--- config.mk ---
export PLATFORM = sky130hd
export DESIGN_NAME = seq_table_loader_flat
export DESIGN_NICKNAME = d
export VERILOG_FILES = /design/src/rtl/seq_table_loader_if.sv /design/src/rtl/seq_table_loader.sv /design/src/flat_wrapper.sv
export SDC_FILE = /design/constraint.sdc
export NUM_CORES = 1
export LEC_CHECK = 0
export BUFFER_PORTS_ARGS = -buffer_cell sky130_fd_sc_hd__buf_2
export CORE_UTILIZATION = 53
export DETAILED_ROUTE_END_ITERATION = 7
export PLACE_DENSITY = 0.8
export SLEW_MARGIN = 15
export SYNTH_ARGS = -nofsm -noshare
export SYNTH_HDL_FRONTEND = slang
export SYNTH_SLANG_ARGS = --single-unit
--- constraint.sdc ---
create_clock -name clk_i -period 2.7 [get_ports clk_i]
set_clock_uncertainty 0.15 [all_clocks]
set_input_delay 0.27 -clock clk_i [delete_from_list [all_inputs] [get_ports clk_i]]
set_output_delay 0.27 -clock clk_i [all_outputs]
set_load 0.02 [all_outputs]
--- src/rtl/seq_table_loader_if.sv ---
// seq_table_loader_if: control, prescale, stream and sequencer-write signals
// of the table loader. slave = the loader, master = whoever drives it.
interface seq_table_loader_if;
    logic        load_start_i;
    logic [15:0] load_lines_i;
    logic        abort_i;
    logic [31:0] prescale_i;
    logic        prescale_wstb_i;
    logic [31:0] s_data_i;
    logic        s_valid_i;
    logic        s_ready_o;
    logic        seq_active_i;
    logic        TABLE_START_o;
    logic [31:0] TABLE_DATA_o;
    logic        TABLE_WSTB_o;
    logic [15:0] TABLE_LENGTH_o;
    logic        TABLE_LENGTH_WSTB_o;
    logic [31:0] PRESCALE_o;
    logic        busy_o;
    logic        done_o;
    logic [1:0]  err_o;

    modport slave (
        input  load_start_i, load_lines_i, abort_i, prescale_i, prescale_wstb_i,
        input  s_data_i, s_valid_i, seq_active_i,
        output s_ready_o, TABLE_START_o, TABLE_DATA_o, TABLE_WSTB_o,
        output TABLE_LENGTH_o, TABLE_LENGTH_WSTB_o, PRESCALE_o, busy_o, done_o, err_o
    );

    modport master (
        output load_start_i, load_lines_i, abort_i, prescale_i, prescale_wstb_i,
        output s_data_i, s_valid_i, seq_active_i,
        input  s_ready_o, TABLE_START_o, TABLE_DATA_o, TABLE_WSTB_o,
        input  TABLE_LENGTH_o, TABLE_LENGTH_WSTB_o, PRESCALE_o, busy_o, done_o, err_o
    );
endinterface

--- src/rtl/seq_table_loader.sv ---
// seq_table_loader: frames a valid/ready word stream into sequencer table
// writes (start strobe, data strobes, length commit) and latches PRESCALE
// at table start. Define SEQ_LOADER_TIMEOUT_EN to compile in a STREAM stall
// timeout of TIMEOUT_CYCLES idle clocks that behaves like abort_i.
module seq_table_loader #(
    parameter int WORDS_PER_LINE = 4,
    parameter int MAX_LINES      = 1024,
    parameter int TIMEOUT_CYCLES = 4096
) (
    input logic               clk_i,
    input logic               reset_n_i,
    seq_table_loader_if.slave bus
);
    localparam logic [16:0] MAX_LINES_W = 17'(MAX_LINES);
    localparam logic [15:0] WPL_W       = 16'(WORDS_PER_LINE);

    typedef enum logic [2:0] {ST_IDLE, ST_START, ST_STREAM, ST_COMMIT, ST_DONE} state_t;

    state_t      state_reg;
    logic [15:0] target_reg;
    logic [15:0] count_reg;
    logic [15:0] table_length_reg;
    logic [31:0] shadow_reg;
    logic [31:0] prescale_reg;
    logic [31:0] table_data_reg;
    logic        table_start_reg;
    logic        table_wstb_reg;
    logic        table_length_wstb_reg;
    logic        s_ready_reg;
    logic        busy_reg;
    logic        done_reg;
    logic [1:0]  err_reg;

    logic        lines_ok;
    logic [15:0] target_next;
    logic        accept;
    logic        in_load;
    logic        timeout_hit;
    logic        abort_now;

`ifdef SEQ_LOADER_TIMEOUT_EN
    localparam logic [31:0] STALL_LIMIT = 32'(TIMEOUT_CYCLES - 1);
    logic [31:0] stall_reg;

    // Stall counter: idle STREAM clocks since the last accepted word.
    always_ff @(posedge clk_i or negedge reset_n_i) begin
        if (!reset_n_i) begin
            stall_reg <= '0;
        end else if (state_reg != ST_STREAM || accept) begin
            stall_reg <= '0;
        end else begin
            stall_reg <= stall_reg + 32'd1;
        end
    end

    assign timeout_hit = (state_reg == ST_STREAM) && !accept && (stall_reg == STALL_LIMIT);
`else
    // Without the stall counter TIMEOUT_CYCLES has no meaning.
    logic [31:0] timeout_unused;
    assign timeout_unused = 32'(TIMEOUT_CYCLES);
    assign timeout_hit    = 1'b0;
`endif

    // Request decode: length legality, word target, handshake and abort.
    always_comb begin
        lines_ok    = (bus.load_lines_i != 16'd0) && ({1'b0, bus.load_lines_i} <= MAX_LINES_W);
        target_next = bus.load_lines_i * WPL_W;
        accept      = bus.s_valid_i && s_ready_reg;
        in_load     = (state_reg == ST_START) || (state_reg == ST_STREAM) ||
                      (state_reg == ST_COMMIT);
        abort_now   = in_load && (bus.abort_i || timeout_hit);
    end

    // Loader FSM with all outputs registered; strobes default low each clock.
    always_ff @(posedge clk_i or negedge reset_n_i) begin
        if (!reset_n_i) begin
            state_reg             <= ST_IDLE;
            target_reg            <= '0;
            count_reg             <= '0;
            table_length_reg      <= '0;
            shadow_reg            <= 32'd1;
            prescale_reg          <= '0;
            table_data_reg        <= '0;
            table_start_reg       <= 1'b0;
            table_wstb_reg        <= 1'b0;
            table_length_wstb_reg <= 1'b0;
            s_ready_reg           <= 1'b0;
            busy_reg              <= 1'b0;
            done_reg              <= 1'b0;
            err_reg               <= 2'd0;
        end else begin
            table_start_reg       <= 1'b0;
            table_wstb_reg        <= 1'b0;
            table_length_wstb_reg <= 1'b0;
            done_reg              <= 1'b0;
            if (bus.prescale_wstb_i) begin
                shadow_reg <= bus.prescale_i;
            end
            if (abort_now) begin
                // Any word accepted on this clock is deliberately dropped.
                state_reg   <= ST_IDLE;
                s_ready_reg <= 1'b0;
                busy_reg    <= 1'b0;
                err_reg     <= 2'd3;
            end else begin
                if (state_reg != ST_IDLE && bus.load_start_i) begin
                    err_reg <= 2'd2;
                end
                case (state_reg)
                    ST_IDLE: begin
                        // A start coinciding with abort_i is dropped: abort wins.
                        if (bus.load_start_i && !bus.abort_i) begin
                            if (!lines_ok) begin
                                err_reg <= 2'd1;
                            end else if (bus.seq_active_i) begin
                                err_reg <= 2'd2;
                            end else begin
                                state_reg       <= ST_START;
                                target_reg      <= target_next;
                                count_reg       <= '0;
                                prescale_reg    <= shadow_reg;
                                table_start_reg <= 1'b1;
                                busy_reg        <= 1'b1;
                                err_reg         <= 2'd0;
                            end
                        end
                    end
                    ST_START: begin
                        state_reg   <= ST_STREAM;
                        s_ready_reg <= 1'b1;
                    end
                    ST_STREAM: begin
                        if (accept) begin
                            table_data_reg <= bus.s_data_i;
                            table_wstb_reg <= 1'b1;
                            count_reg      <= count_reg + 16'd1;
                            if (count_reg + 16'd1 == target_reg) begin
                                s_ready_reg <= 1'b0;
                                state_reg   <= ST_COMMIT;
                            end
                        end
                    end
                    ST_COMMIT: begin
                        table_length_reg      <= target_reg;
                        table_length_wstb_reg <= 1'b1;
                        state_reg             <= ST_DONE;
                    end
                    ST_DONE: begin
                        done_reg  <= 1'b1;
                        busy_reg  <= 1'b0;
                        state_reg <= ST_IDLE;
                    end
                    default: state_reg <= ST_IDLE;
                endcase
            end
        end
    end

    assign bus.s_ready_o           = s_ready_reg;
    assign bus.TABLE_START_o       = table_start_reg;
    assign bus.TABLE_DATA_o        = table_data_reg;
    assign bus.TABLE_WSTB_o        = table_wstb_reg;
    assign bus.TABLE_LENGTH_o      = table_length_reg;
    assign bus.TABLE_LENGTH_WSTB_o = table_length_wstb_reg;
    assign bus.PRESCALE_o          = prescale_reg;
    assign bus.busy_o              = busy_reg;
    assign bus.done_o              = done_reg;
    assign bus.err_o               = err_reg;
endmodule

--- src/flat_wrapper.sv ---
// flat-port wrapper written by rule: the top's interface ports become plain ports
module seq_table_loader_flat 
#(
    parameter int WORDS_PER_LINE = 4,
    parameter int MAX_LINES      = 1024,
    parameter int TIMEOUT_CYCLES = 4096
)
  (clk_i, reset_n_i, bus_load_start_i, bus_load_lines_i, bus_abort_i, bus_prescale_i, bus_prescale_wstb_i, bus_s_data_i, bus_s_valid_i, bus_seq_active_i, bus_s_ready_o, bus_TABLE_START_o, bus_TABLE_DATA_o, bus_TABLE_WSTB_o, bus_TABLE_LENGTH_o, bus_TABLE_LENGTH_WSTB_o, bus_PRESCALE_o, bus_busy_o, bus_done_o, bus_err_o);
  seq_table_loader_if bus_i ();
  input logic clk_i;
  input logic reset_n_i;
  input wire logic [$bits(bus_i.load_start_i)-1:0] bus_load_start_i;
  input wire logic [$bits(bus_i.load_lines_i)-1:0] bus_load_lines_i;
  input wire logic [$bits(bus_i.abort_i)-1:0] bus_abort_i;
  input wire logic [$bits(bus_i.prescale_i)-1:0] bus_prescale_i;
  input wire logic [$bits(bus_i.prescale_wstb_i)-1:0] bus_prescale_wstb_i;
  input wire logic [$bits(bus_i.s_data_i)-1:0] bus_s_data_i;
  input wire logic [$bits(bus_i.s_valid_i)-1:0] bus_s_valid_i;
  input wire logic [$bits(bus_i.seq_active_i)-1:0] bus_seq_active_i;
  output wire logic [$bits(bus_i.s_ready_o)-1:0] bus_s_ready_o;
  output wire logic [$bits(bus_i.TABLE_START_o)-1:0] bus_TABLE_START_o;
  output wire logic [$bits(bus_i.TABLE_DATA_o)-1:0] bus_TABLE_DATA_o;
  output wire logic [$bits(bus_i.TABLE_WSTB_o)-1:0] bus_TABLE_WSTB_o;
  output wire logic [$bits(bus_i.TABLE_LENGTH_o)-1:0] bus_TABLE_LENGTH_o;
  output wire logic [$bits(bus_i.TABLE_LENGTH_WSTB_o)-1:0] bus_TABLE_LENGTH_WSTB_o;
  output wire logic [$bits(bus_i.PRESCALE_o)-1:0] bus_PRESCALE_o;
  output wire logic [$bits(bus_i.busy_o)-1:0] bus_busy_o;
  output wire logic [$bits(bus_i.done_o)-1:0] bus_done_o;
  output wire logic [$bits(bus_i.err_o)-1:0] bus_err_o;
  assign bus_i.load_start_i = bus_load_start_i;
  assign bus_i.load_lines_i = bus_load_lines_i;
  assign bus_i.abort_i = bus_abort_i;
  assign bus_i.prescale_i = bus_prescale_i;
  assign bus_i.prescale_wstb_i = bus_prescale_wstb_i;
  assign bus_i.s_data_i = bus_s_data_i;
  assign bus_i.s_valid_i = bus_s_valid_i;
  assign bus_i.seq_active_i = bus_seq_active_i;
  assign bus_s_ready_o = bus_i.s_ready_o;
  assign bus_TABLE_START_o = bus_i.TABLE_START_o;
  assign bus_TABLE_DATA_o = bus_i.TABLE_DATA_o;
  assign bus_TABLE_WSTB_o = bus_i.TABLE_WSTB_o;
  assign bus_TABLE_LENGTH_o = bus_i.TABLE_LENGTH_o;
  assign bus_TABLE_LENGTH_WSTB_o = bus_i.TABLE_LENGTH_WSTB_o;
  assign bus_PRESCALE_o = bus_i.PRESCALE_o;
  assign bus_busy_o = bus_i.busy_o;
  assign bus_done_o = bus_i.done_o;
  assign bus_err_o = bus_i.err_o;
  seq_table_loader #(.WORDS_PER_LINE(WORDS_PER_LINE), .MAX_LINES(MAX_LINES), .TIMEOUT_CYCLES(TIMEOUT_CYCLES)) u_core (.clk_i(clk_i), .reset_n_i(reset_n_i), .bus(bus_i));
endmodule
# Yosys cells after proc, flatten, opt, wreduce, memory -nomap -nowiden
# Cells that the tools add are included.
# word_totals
n_memories,0
word_cells,92
latch_bits,0
inputBits,87
reg_bits,151
ram_bits,0
out_inout_bits,88
romBits,0
# classes
shift,0
mul,0
add_sub_neg,1
n_mux,39
div_mod_pow,0
n_reduce_logical,21
n_eq_ne,14
bitwise_logic,2
magnitude_cmp,1
# op_table
operator,n
$mux 16,4
$pmux 16 s2,1
$mux 1,19
$mux 3,6
$add 16x1->16 const B,1
$eq 16x16->1,1
$le 16x11->1 const B,1
$reduce_bool 16->1,1
$mux 2,6
$pmux 3 s4,1
$reduce_and 5->1,2
$ne 3x1->1 const B,3
$reduce_bool 3->1,3
$eq 3x2->1 const B,2
$ne 2x1->1 const B,3
$ne 3x2->1 const B,2
$reduce_and 3->1,2
$reduce_and 6->1,1
$logic_and 1x1->1,5
$pmux 1 s2,2
$reduce_and 4->1,1
$eq 3x1->1 const B,1
$eq 3x3->1 const B,1
$logic_not 3->1,1
6 further kinds,8

# Depth between registers and ports, before layout
# Gate-level depths: netlist of the first run.
# depth
depth_word,6
ltp_mapped,8
mapped_depth_nobuf,7

# Worst setup path after synthesis of the first run
# Ideal clock, no wire load.
# synth_path
path_kind,input -> register
start,in bus_load_lines_i[7]
end,"reg u_core.prescale_reg[17], in the netlist u_core.bus.PRESCALE_o[17]"
path_buffers,2
required_ps,2425
setup_time_ps,125
cell_stages,7
arrival_time_ps,2214
slack_ps,211
path_cell_list,or4_1 > or4_4 > and4_4 > and2_4 > buf_6 > buf_6 > mux2_4
# synth_between
elab_chain_len,3
word_cells_on_any_way,4
cone_classes,1 x order compare; 3 x reduce/logical
# synth_lines
item,line,source
from (decl),flat_wrapper.sv:13,input wire logic [$bits(bus_i.load_lines_i)-1:0] bus_load_lines_i;
$le 16x11->1 / $reduce_bool 16->1 (equally long branches),seq_table_loader.sv:66,"lines_ok = (bus.load_lines_i != 16'd0) && ({1'b0, bus.load_lines_i} <= MAX_LINES_W);"
$logic_and 1x1->1 (*),seq_table_loader.sv:66,
$reduce_and 5->1 (no line) (*),-,
to (signal assigned),seq_table_loader.sv:121,prescale_reg <= shadow_reg;
to (decl),seq_table_loader.sv:24,logic [31:0] prescale_reg;
# Every way passes the cells marked *; elsewhere a longest branch is shown, timed or not.
# A chain may end at the register's enable or synchronous reset.

# Worst setup path in the final report of the first run
# layout_path
start,in bus_abort_i
end,"reg u_core.prescale_reg[12], in the netlist u_core.bus.PRESCALE_o[12]"
# layout_between
elab_chain_len,3
word_cells_on_any_way,5
cone_classes,1 x bitwise; 4 x reduce/logical
# layout_lines
item,line,source
from (decl),flat_wrapper.sv:14,input wire logic [$bits(bus_i.abort_i)-1:0] bus_abort_i;
$logic_not 1->1 / $logic_and 1x1->1 (equally long branches),"seq_table_loader.sv:112, seq_table_loader.sv:71",
$logic_and 1x1->1 / $not 1->1 (equally long branches),-,
$reduce_and 5->1 (no line) (*),-,
# Marked as above.

==> results of run 1 <==
[worst reg2reg max path: stages (launching register included)]
cell and delay, ns:
dfrtp_2 0.43, ha_2 0.24, nand3_1 0.14, or3_1 0.44, a211o_1 0.29, a221oi_1 0.37, and4_1 0.30, o21ai_1 0.07
[cell type report]
| type | instances | area share, % |
|---|---|---|
| Inverter | 6 | 0.2507 |
| Clock inverter | 7 | 1.323 |
| Tap cell | 147 | 2.048 |
| Multi-Input combinational cell | 362 | 29.14 |
| Timing Repair Buffer | 266 | 19.74 |
| Clock buffer | 25 | 5.405 |
| Sequential cell | 151 | 42.10 |
[per-layer routing]
| metal | vias up | share of wire (%) |
|---|---|---|
| met5 | - | 0 |
| met4 | 0 | 1.7 |
| met3 | 28 | 6.1 |
| met2 | 202 | 52 |
| met1 | 2560 | 40 |
| li1 | 2395 | - |
[cells by family (layout without fill, tap and decap cells)]
family	after synthesis	after routing	share of synthesized area [%]
fa+ha+maj	2	2	0.3818
mux	90	90	16.93
simple gates	185	185	13.25
buf+inv	36	304	2.653
compound gates	60	60	5.976
flops	151	151	57.67
xor+xnor	23	23	3.074
other cells	1	2	0.05722
[timing repair]
item                       4_1_cts  5_1_grt
resized for setup                0        3
hold buffers                    75        0
setup endpoints to repair        0        1
hold endpoints to repair       145        0
[power groups by stage]
stage          Sequential, mW  Clock (mW)  Combinational, mW
6_report                 2.46        2.41              0.537
5_1_grt                  2.47        2.55              0.579
3_3_place_gp             2.48           0              0.425
2_1_floorplan            2.54           0              0.165
4_1_cts                  2.45        2.45              0.530
3_5_place_dp             2.49           0              0.445
[final timing paths]
check / startpoint / endpoint / slack [ns]
max: bus_abort_i / u_core.bus.PRESCALE_o[12]$_DFFE_PN0P_ / 0.11
min in group asynchronous: reset_n_i / u_core.bus.TABLE_DATA_o[31]$_DFFE_PN0P_ / 0.31
max reg2reg: u_core.count_reg[1]$_DFFE_PN0P_ / u_core.bus.s_ready_o$_DFFE_PN0P_ / 0.17
max in group asynchronous: reset_n_i / u_core.shadow_reg[0]$_DFFE_PN1P_ / 1.24
min reg2reg: u_core.bus.TABLE_DATA_o[12]$_DFFE_PN0P_ / u_core.bus.TABLE_DATA_o[12]$_DFFE_PN0P_ / 0.32
min: bus_load_lines_i[0] / u_core.target_reg[2]$_DFFE_PN0P_ / 0.05
[cell usage in the layout, fill, tap and decap left out, drive strengths merged, types with 4 or more instances in the layout]
cell type    instances
o21ai               15
or3                  4
mux2                89
nor3                 8
dfrtp              150
nor2                 9
or4                  5
nand2              113
nand4                7
dlygate4sd3         75
xor2                 5
clkbuf              25
o31ai                5
and4                 4
buf                191
a21oi               15
o21a                 6
xnor2               18
nand3               10
nor2b                5
inv                  6
[per-stage QoR]
| step | worst slack, ns | TNS (ns) | total power, mW | std cells |
|---|---|---|---|---|
| global placement | -0.2418 | -8.765 | 2.907 | 857 |
| detailed placement | -0.3091 | -11.33 | 2.936 | 857 |
| finish | 0.1107 | 0 | 5.403 | 964 |
| floorplan | 0.2112 | 0 | 2.710 | 549 |
| global route | 0.01889 | 0 | 5.597 | 964 |
| CTS | 0.1312 | 0 | 5.431 | 964 |
==> metrics list, run 1 <==
- The run finished with clean final reports.
* Worst path slowest cell: and2_4
* Crit path time final: 2.589 ns
- Crit path depth: 7
- For the worst setup path, the data arrival time is 2.73 ns.
- Fraction of layout cells with a size suffix above 1: 39.17%
- The detailed router placed 5185 vias in this run.
- Combinational logic burns 9.9% of the power.
* Detailed router's first-iteration violation count: 312
* CP top delay family: simple AND/OR/NAND/NOR gates
- Top-count cell post-synth: dfrtp_1
- The setup path with the least slack is of type input pin to register.
- The total overflow left after global routing is 0.
* Sw frac: 22.53%
* Leakage: 4.615 nW
- Clock-pin slew was measured on the worst setup and hold paths at 0.06 ns.
- In the synthesized netlist the async set-or-reset flop fraction comes to 100.0%.
- Setup violations remaining at the end of the flow were counted as 0.
- Detailed-route vias per instance: 5.379
- For this run, the top clock speed supported by timing is 0.3862 GHz.
* Switching power: 1.217 mW
* Detailed-routing iteration count for the pre-antenna-repair pass: 5
* Die W: 113.2 um
* Number of buffers created by CTS: 17
- DRC Markers: 0
- Area share of the largest cell type after synthesis: 57.27%
- Biggest area contributors in the synthesized netlist: dfrtp_1 57%, mux2_2 11%, nand2_1 6.5%
- The count of final hold-check violations was 0.
- Worst Max-Slew Pin Slew: 0.7930 ns
- Number of buffer cells added on primary ports: 172
- The first global-routing pass estimated 27140 um of wire.
* Unrepaired setup endpoints after global routing: no
- Post-DP HPWL: 10400 um
* Most Crowded Layer GR: met2
* Top-level I/O count: 175
* Post-synthesis instance area: 0.006554 sq mm
- PwrDens: 601.5 mW/mm^2
- Across the run, the number of max-cap violations was 0.
* Number of cell instances on the worst register-to-register path: 7
* Most frequent cells after synthesis: 150 x dfrtp_1, 113 x nand2_1, 63 x mux2_2
- CTS tree: yes
- Once the floorplan was initialized, standard cells occupied 54.56% of the core.
- WL/cell: 17.47 um
* Netlist cell types: 53
- Along the worst path, the maximum fanout reaches 47.
- Cell internal pwr: 4.185 mW
* Number of clock sinks: 151
- Crit-path cells: dlygate4sd3_1, buf_2, nor2b_1, and2_1, and4_4, and2_4, mux2_2
- Register bit count reported by yosys: 151
* Height of the die: 113.2 um
- Die Outline Area: 0.01281 sq mm
- The number of antenna diodes in the final layout is 0.
* Sequential share of the synthesized area: 57.67%
- Yosys printed 0 warnings.
- For the worst-skew pair, the clock arrives at the later sink with an insertion delay of 0.42 ns.
* Via count of the first global-routing pass: 5451
- Depth of the CTS H-tree: 4
* Number of nets with antenna violations after routing: 0
- The most used flip-flop cell after synthesis is dfrtp_1.
* IR drop worst, VDD: 0.4174 mV
- Ratio of final minimum period to clock period: 95.90%
- Data on the critical path is required at its endpoint by 2.84 ns.
- Met1 track demand over resource in global routing: 33.38%
* Placement Rows: 40
* Global routing usage on met2: 48.06%
* Layout net count: 893
- Kind of end point of the critical path: register
* Worst slew slack as a fraction of its limit: 47.13%
- Once the clock tree was built, the setup fixing pass inserted 0 buffers.
* Total length of routed wires: 16840 um
- At the end of routability-driven placement, the weighted congestion stood at 0.8740.
* Synthesized area per cell: 11.96 sq um
- The number of antenna violations at the first check in global routing came to 0.
- Per report_power, the sequential group accounts for 45.5% of the total.
- Post-synth EDFFs: 0
- STA classifies the critical path startpoint as an input pin.
* Area taken by flip-flops and latches: 0.003781 sq mm
- Per report_power, the clock group accounts for 44.6% of the total.
- Gate Count Post-Synth: 548
* Area of combinational cells with multiple inputs: 0.002618 sq mm
- Together, buffers and inverters on the worst path number 2.
- Overall fraction of global-route tracks in use: 27.77%
- Measured on the finished design, the core utilization comes to 74.78%.
- Area growth from synthesis to final layout: 37.06%
- In this run the cell area measured after placement is 0.007617 sq mm.
* Post-route cell area: 0.008982 sq mm
- Number of cells on the worst hold path: 3
- Pins Over Slew Limit: 0
- Class of the tightest hold or removal check: input pin to register
* Longest Clk Path Bufs: 2
- Hold Worst Slack: 0.04597 ns
- Core area: 0.01201 sq mm
- Layout fillers: 782
- Largest net degree at the start of global routing: 74
* GRT met3 Usage: 7.284%
* Cell chosen for the clock root: clkbuf_16
* Biggest area consumer among synthesized cells: dfrtp_1
- In this design, the stage delay of the slowest critical-path cell is 0.66 ns.
Note: power is estimated with default switching activity, not from simulation.
==> inputs of run 2 (changes only) <==
Settings changed: SETUP_SLACK_MARGIN from default to 0.2.
==> run 2 against run 1 <==
- via count rose by 0.50%
- final cell count up 0.10%
- register-to-register slack gained 0.05 ns
- cell area up 0.17%
- utilization grew 0.12 points
- worst setup slack gained 0.10 ns
- clock-buffer cell count is the same
- sequential cell count unchanged
- worst hold slack worse by 0.0021 ns
- largest power group unchanged
- highest routed layer unchanged
==> metrics list, run 2 (synthesized netlist as in run 1, its figures left out) <==
- The flow ran to the end, and the final reports show no timing, DRC or antenna violations.
- The library cells used most frequently in the layout, excluding fill and tap cells, are 171 x buf_2, 149 x dfrtp_1, 113 x nand2_1.
* CTS tree: yes
- The clock network latency to the later pin of the worst-skew pair is 0.42 ns (about the same).
* Overall power after layout: 5.408 mW (+0.11%)
- The worst register-to-register path begins at u_core.count_reg[1]$_DFFE_PN0P_.
* WL/cell: 17.67 um (+1.2%)
- Kind of end point of the critical path: register
* Final estimated routing congestion in global placement: 0.8740 (unchanged)
- The required time of the worst setup path is 2.85 ns (about the same).
* Number of maximum-capacitance constraint violations: 0 (unchanged)
- The final-layout fill cell count is 777 (-0.64%).
- Most common cell after layout, fill and taps aside: buf_2
- The clock-pin transition on the worst setup and hold timing paths came to 0.06 ns (about the same).
- The number of rows created at floorplan is 40 (unchanged).
- Via count of the first global-routing pass: 5512 (+1.1%)
* Critical path data arrival time: 2.63 ns (-0.10 ns)
- The top-level port count is 175 (unchanged).
- Largest net degree at the start of global routing: 74 (unchanged)
- The critical path goes through ha_2, nand3_1, buf_4, or4b_2, o211ai_1, a22o_1, and4_1, o21ai_1.
- The post-route fraction of the period consumed by the critical path was 92.02% (-3.9 points).
* Cell chosen for the clock root: clkbuf_16
* Number of buffers created by CTS: 17 (unchanged)
* Depth of the CTS H-tree: 4 (unchanged)
* Detailed-route vias per instance: 5.400 (+0.40%)
- Pins Over Slew Limit: 0 (unchanged)
- The delay of the slowest critical-path stage came to 0.60 ns (-0.06 ns).
- Via count: 5211 (+0.50%)
- The fraction of layout cells with a size suffix above 1 came to 39.36% (+0.20 points).
- Height of the die: 113.2 um (unchanged)
- Among cell families on the critical path, the largest total delay comes from simple AND/OR/NAND/NOR gates.
* Setup-violating endpoint count in the final report: 0 (unchanged)
- The total of buffers placed on input and output ports came to 172 (unchanged).
* Register-to-register setup slack: 0.22 ns (+0.05 ns)
- Critical path fanouts, max: 8 (-83%)
* Detailed-routing iteration count for the pre-antenna-repair pass: 5 (unchanged)
- Number of nets with antenna violations after routing: 0 (unchanged)
- The end-of-flow core utilization was 74.91% (+0.12 points).
* Achievable frequency: 0.4025 GHz (+4.2%)
- The pre-CTS setup slack came to -0.3091 ns (unchanged).
* Worst path slowest cell: or4b_2
- Smallest setup slack after layout: 0.2155 ns (+0.1048 ns)
* IR drop worst, VDD: 0.4180 mV (+0.16%)
* Area growth from synthesis to final layout: 37.29%
* PwrDens: 601.1 mW/mm^2 (about the same)
* Number of clock sinks: 151 (unchanged)
- The final critical delay including setup and external delays came to 2.484 ns (-0.1048 ns).
- Global-route wire length before repair: 27500 um (+1.3%)
- Starting Density: 54.56% (unchanged)
- Class of the tightest hold or removal check: input pin to register
* Number of antenna violations at the first check in global routing: 0 (unchanged)
- Core area: 0.01201 sq mm (unchanged)
* Total length of routed wires: 17060 um (+1.3%)
- The maximum number of buffers from clock root to sink was 2 (unchanged).
* Leakage: 4.621 nW (+0.13%)
- The global router's overall resource usage came to 28.21% (+0.45 points).
- The final global-route overflow total is 0 (unchanged).
- The transition time of the tightest slew-check pin is 0.7634 ns (-0.02963 ns).
* Post-route cell area: 0.008997 sq mm (+0.17%)
* Cell area after placement: 0.007617 sq mm (unchanged)
* Die W: 113.2 um (unchanged)
* Cells after DPL: 857 (unchanged)
* Worst Setup Path Type: register to register
- Number of cell instances on the worst register-to-register path: 8 (+1)
* Unrepaired setup endpoints after global routing: yes
- The die outline area is 0.01281 sq mm (unchanged).
- The buffer and inverter count on the worst path came to 1 (-1).
* Finished Layout Cells: 965 (+0.10%)
- Crit path depth: 8 (+1)
- The worst slew slack as a fraction of its limit was 49.11% (+2.0 points).
- Detailed router's first-iteration violation count: 365 (+17%)
* End of the worst register-to-register path: u_core.bus.s_ready_o$_DFFE_PN0P_
- The count of final hold-check violations came to 0 (unchanged).
- Post-DP HPWL: 10400 um (unchanged)
- The count of antenna diodes in the layout is 0 (unchanged).
- STA classifies the critical path startpoint as a register.
- Critical path endpoint: u_core.bus.s_ready_o$_DFFE_PN0P_
- The DRC violation count after routing was 0 (unchanged).
- The net count reported at finish came to 894 (+0.11%).
- Critical path origin: u_core.count_reg[1]$_DFFE_PN0P_
-- run 2: report_power, final --
part           internal (mW)  total (mW)  switching [mW]
Combinational          0.277       0.539           0.262
Clock                   1.53        2.41           0.883
Sequential              2.38        2.46          0.0767
Total                   4.19        5.41            1.22
-- run 2: area by class of cell --
class / count / area (sq um) / share of cell area [%]
multi-input cells: 363 / 2633 / 29.26
repair buffers: 266 / 1773 / 19.71
well taps: 147 / 183.9 / 2.044
clock buffers: 25 / 485.5 / 5.396
clock inverters: 7 / 118.9 / 1.321
inverters: 6 / 22.52 / 0.2503
flip-flops and latches: 151 / 3781 / 42.02
-- run 2: worst min path at each step --
stage                                   start                                 endpoint  slack (ns)  depth (start not counted)
final                     bus_load_lines_i[0]         u_core.target_reg[2]$_DFFE_PN0P_        0.04                          3
after CTS                 bus_load_lines_i[6]         u_core.target_reg[8]$_DFFE_PN0P_        0.02                          3
after floorplan                     reset_n_i     u_core.bus.PRESCALE_o[0]$_DFFE_PN0P_       -0.18                          0
after global placement              reset_n_i  u_core.bus.TABLE_DATA_o[22]$_DFFE_PN0P_        0.17                          1
after detailed placement            reset_n_i  u_core.bus.TABLE_DATA_o[22]$_DFFE_PN0P_        0.18                          1
after global routing      bus_load_lines_i[0]         u_core.target_reg[2]$_DFFE_PN0P_        0.04                          3
-- run 2: routing by layer --
layer  part of all wire, %  wire (um)  track usage, %
met5                     0          0               0
met4                   2.0        344           11.23
met3                   6.0       1020           7.177
met2                    52       8833           49.16
met1                    40       6856           33.49
-- run 2: timing repair --
action	4_1_cts	5_1_grt
buffers inserted	0	0
gates cloned	1	0
resized for setup	3	2
setup endpoints to repair	24	21
pin swaps	0	0
hold endpoints to repair	145	0
hold buffers	75	0
-- run 2: worst reg2reg max path, cell delays in order, from the launching register on --
cell and delay (ns):
dfrtp_2 0.42, ha_2 0.24, nand3_1 0.14, buf_4 0.20, or4b_2 0.60, o211ai_1 0.11
a22o_1 0.20, and4_1 0.24, o21ai_1 0.07
-- run 2: per-stage QoR --
| step | TNS [ns] | hold WS (ns) |
|---|---|---|
| floorplan | 0 | -0.1756 |
| global placement | -8.765 | 0.1686 |
| detailed placement | -11.33 | 0.1759 |
| CTS | 0 | 0.02374 |
| global route | 0 | 0.04259 |
| finish | 0 | 0.04385 |
